<file path="src/rtl/spi_slave_regs.sv">
// rtl/spi_slave_regs.sv - oversampled mode-0 SPI slave with a host-accessible register file
module spi_slave_regs #(
   parameter int D = 8,
   parameter int A = 4
) (
   input  logic         CLOCK,
   input  logic         RESET_N,
   input  logic         SS,
   input  logic         SCLK,
   input  logic         MOSI,
   output logic         MISO,
   output logic         MISO_OE,
   output logic         WR_STB,
   output logic [A-1:0] WR_ADDR,
   output logic [D-1:0] WR_DATA,
   output logic         FRAME_ERR,
   input  logic         HOST_WR,
   input  logic [A-1:0] HOST_ADDR,
   input  logic [D-1:0] HOST_DI,
   output logic [D-1:0] HOST_DO
);

   localparam int MAXW  = (A > D) ? A : D;
   localparam int CW    = $clog2(MAXW + 1);
   localparam int DEPTH = 1 << A;

   typedef enum logic [2:0] {
      ST_IDLE,
      ST_CMD,
      ST_ADDR,
      ST_DATA,
      ST_DONE
   } state_t;

   state_t         state, state_nxt;
   logic [2:0]     ss_s, sclk_s;
   logic [1:0]     mosi_s;
   logic [CW-1:0]  bit_cnt;
   logic           rw_q;
   logic [A-1:0]   addr_q;
   logic [D-1:0]   data_q;
   logic [D-1:0]   tx_q;
   logic           miso_q;
   logic           wr_stb_q;
   logic [A-1:0]   wr_addr_q;
   logic [D-1:0]   wr_data_q;
   logic           err_q;
   logic [D-1:0]   host_do_q;
   logic [D-1:0]   regs [DEPTH];

   logic           ss_fall, ss_rise, sclk_rise, sclk_fall, mosi_bit;
   logic           last_addr, last_data;
   logic [A-1:0]   addr_nxt;
   logic [D-1:0]   data_nxt;
   logic           cnt_clr, cnt_inc, ld_rw, sh_addr, ld_tx, sh_tx, sh_data;
   logic           commit, abort;
   logic           host_we;

   // Edges come from the 2nd/3rd synchroniser stages so every pin sees the same latency.
   assign ss_fall   = ~ss_s[1] &  ss_s[2];
   assign ss_rise   =  ss_s[1] & ~ss_s[2];
   assign sclk_rise =  sclk_s[1] & ~sclk_s[2];
   assign sclk_fall = ~sclk_s[1] &  sclk_s[2];
   assign mosi_bit  = mosi_s[1];

   assign last_addr = (bit_cnt == CW'(A - 1));
   assign last_data = (bit_cnt == CW'(D - 1));
   assign addr_nxt  = (addr_q << 1) | A'(mosi_bit);
   assign data_nxt  = (data_q << 1) | D'(mosi_bit);

   // A host write colliding with an SPI commit to the same address is dropped.
   assign host_we   = HOST_WR && !(commit && (HOST_ADDR == addr_q));

   assign MISO      = miso_q;
   assign MISO_OE   = (state != ST_IDLE);
   assign WR_STB    = wr_stb_q;
   assign WR_ADDR   = wr_addr_q;
   assign WR_DATA   = wr_data_q;
   assign FRAME_ERR = err_q;
   assign HOST_DO   = host_do_q;

   // Two-flop synchronisers plus one extra stage for edge detection.
   always_ff @(posedge CLOCK or negedge RESET_N) begin
      if (!RESET_N) begin
         ss_s   <= '0;
         sclk_s <= '0;
         mosi_s <= '0;
      end else begin
         ss_s   <= {ss_s[1:0], SS};
         sclk_s <= {sclk_s[1:0], SCLK};
         mosi_s <= {mosi_s[0], MOSI};
      end
   end

   // FSM state register.
   always_ff @(posedge CLOCK or negedge RESET_N) begin
      if (!RESET_N) state <= ST_IDLE;
      else          state <= state_nxt;
   end

   // Next-state decode and per-cycle datapath strobes; SS rise beats any SCLK edge.
   always_comb begin
      state_nxt = state;
      cnt_clr   = 1'b0;
      cnt_inc   = 1'b0;
      ld_rw     = 1'b0;
      sh_addr   = 1'b0;
      ld_tx     = 1'b0;
      sh_tx     = 1'b0;
      sh_data   = 1'b0;
      commit    = 1'b0;
      abort     = 1'b0;
      case (state)
         ST_IDLE: begin
            if (ss_fall) begin
               state_nxt = ST_CMD;
               cnt_clr   = 1'b1;
            end
         end
         ST_CMD: begin
            if (ss_rise) begin
               abort = 1'b1;
            end else if (sclk_rise) begin
               ld_rw     = 1'b1;
               cnt_clr   = 1'b1;
               state_nxt = ST_ADDR;
            end
         end
         ST_ADDR: begin
            if (ss_rise) begin
               abort = 1'b1;
            end else if (sclk_rise) begin
               sh_addr = 1'b1;
               if (last_addr) begin
                  ld_tx     = rw_q;
                  cnt_clr   = 1'b1;
                  state_nxt = ST_DATA;
               end else begin
                  cnt_inc = 1'b1;
               end
            end
         end
         ST_DATA: begin
            if (ss_rise) begin
               abort = 1'b1;
            end else if (sclk_rise) begin
               sh_data = ~rw_q;
               if (last_data) begin
                  commit    = ~rw_q;
                  cnt_clr   = 1'b1;
                  state_nxt = ST_DONE;
               end else begin
                  cnt_inc = 1'b1;
               end
            end else if (sclk_fall && rw_q) begin
               sh_tx = 1'b1;
            end
         end
         ST_DONE: begin
            if (ss_rise) state_nxt = ST_IDLE;
         end
         default: state_nxt = ST_IDLE;
      endcase
      if (abort) begin
         state_nxt = ST_IDLE;
         cnt_clr   = 1'b1;
      end
   end

   // Frame datapath: bit counter, shifters, MISO driver and write/error pulses.
   always_ff @(posedge CLOCK or negedge RESET_N) begin
      if (!RESET_N) begin
         bit_cnt   <= '0;
         rw_q      <= 1'b0;
         addr_q    <= '0;
         data_q    <= '0;
         tx_q      <= '0;
         miso_q    <= 1'b0;
         wr_stb_q  <= 1'b0;
         wr_addr_q <= '0;
         wr_data_q <= '0;
         err_q     <= 1'b0;
      end else begin
         if (cnt_clr)      bit_cnt <= '0;
         else if (cnt_inc) bit_cnt <= bit_cnt + CW'(1);
         if (ld_rw)   rw_q   <= mosi_bit;
         if (sh_addr) addr_q <= addr_nxt;
         if (sh_data) data_q <= data_nxt;
         // Read data is snapshotted here so later host writes cannot disturb the frame.
         if (ld_tx) begin
            tx_q <= regs[addr_nxt];
         end else if (sh_tx) begin
            tx_q <= tx_q << 1;
         end
         if (sh_tx)                    miso_q <= tx_q[D-1];
         else if (state_nxt != ST_DATA) miso_q <= 1'b0;
         wr_stb_q <= commit;
         if (commit) begin
            wr_addr_q <= addr_q;
            wr_data_q <= data_nxt;
         end
         err_q <= abort;
      end
   end

   // Register file with SPI-priority write and registered host read port.
   always_ff @(posedge CLOCK or negedge RESET_N) begin
      if (!RESET_N) begin
         for (int i = 0; i < DEPTH; i++) regs[i] <= '0;
         host_do_q <= '0;
      end else begin
         if (host_we) regs[HOST_ADDR] <= HOST_DI;
         if (commit)  regs[addr_q]    <= data_nxt;
         host_do_q <= regs[HOST_ADDR];
      end
   end

endmodule

</file>
<file path="config.mk">
export PLATFORM = sky130hd
export DESIGN_NAME = spi_slave_regs
export DESIGN_NICKNAME = d
export VERILOG_FILES = /design/src/rtl/spi_slave_regs.sv
export SDC_FILE = /design/constraint.sdc
export NUM_CORES = 1
export LEC_CHECK = 0
export ABC_AREA = 1
export CORE_MARGIN = 2
export CORE_UTILIZATION = 53
export DETAILED_ROUTE_END_ITERATION = 8
export PLACE_DENSITY = 0.67
export RECOVER_POWER = 100
export SKIP_CTS_REPAIR_TIMING = 1
export SLEW_MARGIN = 5
export SYNTH_ARGS = -nofsm -noshare
export SYNTH_HDL_FRONTEND = slang
export SYNTH_SLANG_ARGS = --single-unit
</file>
<file path="constraint.sdc">
create_clock -name CLOCK -period 2.6 [get_ports CLOCK]
set_clock_uncertainty 0.2 [all_clocks]
set_input_delay 0.52 -clock CLOCK [delete_from_list [all_inputs] [get_ports CLOCK]]
set_output_delay 0.52 -clock CLOCK [all_outputs]
set_load 0.01 [all_outputs]
</file>
==> metrics.md <==
| Metric | Value |
|---|---|
| Vias in the first global route | 11.67k |
| Most frequent cell after synthesis | nand2_1 |
| Clk sink count | 186 |
| Synth Flop Type | dfrtp_1 |
| Post-Place Cells | 2169 |
| Hold path startpoint | ss_s[0]$_DFF_PN0_ |
| Top cell type's share of synthesized area | 38.67% |
| ANT nets after route | 0 |
| EDFF count, synth | 0 |
| Seq/Total Area, Yosys | 38.67% |
| Num rows | 55 |
| Vias | 12.99k |
| Core Region | 22430 um2 |
| Fin nets | 1923 |
| CTS tree | done |
| First-pass GRT wire length | 71.55 mm |
| Clock tree buffer depth | 2 |
| Peak Freq | 0.4052 GHz |
| Unique masters post-synth | 31 |
| Largest net degree at the start of global routing | 79 |
| # DRC | 0 |
| Final Hold Fails | 0 |
| Outcome | completed |
| Min cycle time layout | 2468 ps |
| Initial antenna violation count | 0 |
| Worst R2R Setup Slack | 130 ps |
| RD Place Congestion | 1.039 |
| Via density | 5.901 |
| Die Y | 154.7 um |
| Crit path max fanout | 8 |
| DP HPWL | 33.32 mm |
| Hold Path Class | register to register |
| Clk Tree Root Cell | clkbuf_16 |
| Diodes inserted | 0 |
| Hold path depth | 0 |
| CTS clock-pin slew for the worst setup and hold paths | 80 ps |
| Unrepaired setup endpoints after global routing | false |
| Worst setup EP type | register |
| WL per Instance | 21.31 um |
| Synthesis-to-finish area growth | 17.12% |
| Cell area after synthesis | 12040 um2 |
| Overall Global Routing Usage | 39.89% |
| Routed Wire Length | 46.93 mm |
| Pwr/cell area | 688.8 nW/um2 |
| Starting Density | 53.65% |
| Chip width | 154.7 um |
| Hold Slack | 158.3 ps |
| Synth top area cells | dfrtp_1 39%, nand2_1 21%, nand3_1 7.2% |
| Die ar. | 23930 um2 |
| Mean Syn Cell Area | 6.617 um2 |
| Period utilisation layout | 94.92% |
| Crit path required time | 2740 ps |
| Fin util | 62.84% |
| Drt first pass iters | 6 |
| Pre-CTS setup slack | -121.9 ps |
| Num CTS Buffers | 17 |
| Tightest Pin Transition | 1479 ps |
| Setup ws final | 132.1 ps |
| Post-synth ARST share | 100.0% |
| Net count after synthesis | 1838 |
| Reg2reg start | addr_q[1]$_DFFE_PN0P_ |
| Slew margin rel. | 1.431% |
| Starting DRT DRC Count | 1919 |
| Post-Syn Instances | 1819 |
| Port bufs | 41 |
| Yosys reg bits | 186 |
| Leakage Power | 7.584 nW |
| Hold Path End | ss_s[1]$_DFF_PN0_ |
| Layout cells sized above 1 | 10.28% |
| Worst-case reg-to-reg path depth | 8 |
| Critical Path AT | 2610 ps |
| Leading area contributor after synthesis | dfrtp_1 |
| Layout Cells excl Fill | 2202 |
| Worst Setup SP | addr_q[1]$_DFFE_PN0P_ |
| Fin. max-slew vios | 0 |
| H-tree lvl count | 4 |
| Setup Viol. Count Final | 0 |
| Total grt overflow | 0 |
| Reg2reg end | tx_q[0]$_DFFE_PN0P_ |
| Yosys warns | 0 |
| Max-cap violations | 0 |
| Crit Path Category | register to register |
| Worst Setup Start Kind | register |
| Top cells by count, synth | 662 x nand2_1, 187 x inv_1, 186 x dfrtp_1 |
| Clock latency on the worst-skew pair | 460 ps |
| Top Ports | 42 |
| Peak supply drop | 0.0003855 V |
[layout by cell type (no fill, tap or decap), types with 15 or more instances in the layout]
master / count
dlygate4sd3_1: 29
a21oi_1: 18
buf_4: 114
inv_1: 190
buf_12: 15
nand4_1: 65
clkbuf_16: 17
nor2_1: 63
nand2_1: 663
nand3_1: 174
dfrtp_1: 185
o21ai_1: 24
o221ai_1: 19
a22oi_1: 45
o21ai_0: 208
[how the worst max path moves through the flow]
stage / endpoint / slack [ps] / depth (start not counted)
6_report: tx_q[0]$_DFFE_PN0P_ / 130 / 8
3_5_place_dp: regs[115]$_DFF_PN0_ / -120 / 11
5_1_grt: regs[47]$_DFF_PN0_ / 50 / 3
2_1_floorplan: regs[124]$_DFF_PN0_ / 660 / 13
3_3_place_gp: regs[115]$_DFF_PN0_ / -120 / 11
4_1_cts: regs[58]$_DFF_PN0_ / 240 / 13
[metrics by stage]
stage	area, um2	setup TNS (ps)	power, W
after floorplan	12040	0	0.005647
after global placement	13560	-1288	0.006935
after detailed placement	13560	-2178	0.006968
after CTS	14150	0	0.009670
after global routing	14100	0	0.01018
final	14100	0	0.009710
[cells by family after synthesis]
kind of cell / count (synthesis) / share of synthesized area (%)
AND/OR/NAND/NOR: 992 / 35.23
AO/OA/AOI/OAI: 327 / 15.38
buffers and inverters: 311 / 10.47
flip-flops: 186 / 38.67
XOR/XNOR: 2 / 0.1456
adder cells (fa/ha/maj): 1 / 0.1039
[where the power goes]
| part | switching, W | internal (W) |
|---|---|---|
| Clock | 0.00132 | 0.00139 |
| Sequential | 0.000489 | 0.00338 |
| Combinational | 0.00202 | 0.00110 |
| Total | 0.00384 | 0.00587 |
[cell type report]
class | instances | area (um2)
fillers | 2149 | 8337
multi-input cells | 1322 | 6117
flip-flops and latches | 186 | 4656
repair buffers | 182 | 1637
inverters | 195 | 734.5
clock buffers | 18 | 439.2
well taps | 285 | 356.6
clock inverters | 14 | 157.7
[sequential cells by signal, indices dropped and copies added (netlist names), 4 cells and up]
signal	cells
WR_ADDR	4
WR_DATA	8
data_q	7
HOST_DO	8
tx_q	8
regs	128
bit_cnt	4
addr_q	4
[worst max-delay path, stage by stage, from the launching register on]
cell and delay [ps]:
dfrtp_1 430, clkbuf_2 280, nand2_1 250, inv_1 410, o21ai_0 180, o21ai_0 230, o21ai_0 180, nand3_1 130
nand2_1 50
[per-layer routing]
metal	share of wire (%)	global-route usage, %
met1	42	57.31
met2	41	57.53
met3	12	9.583
met4	4.7	16.98
met5	0	0
(Power assumes the default switching activity.)
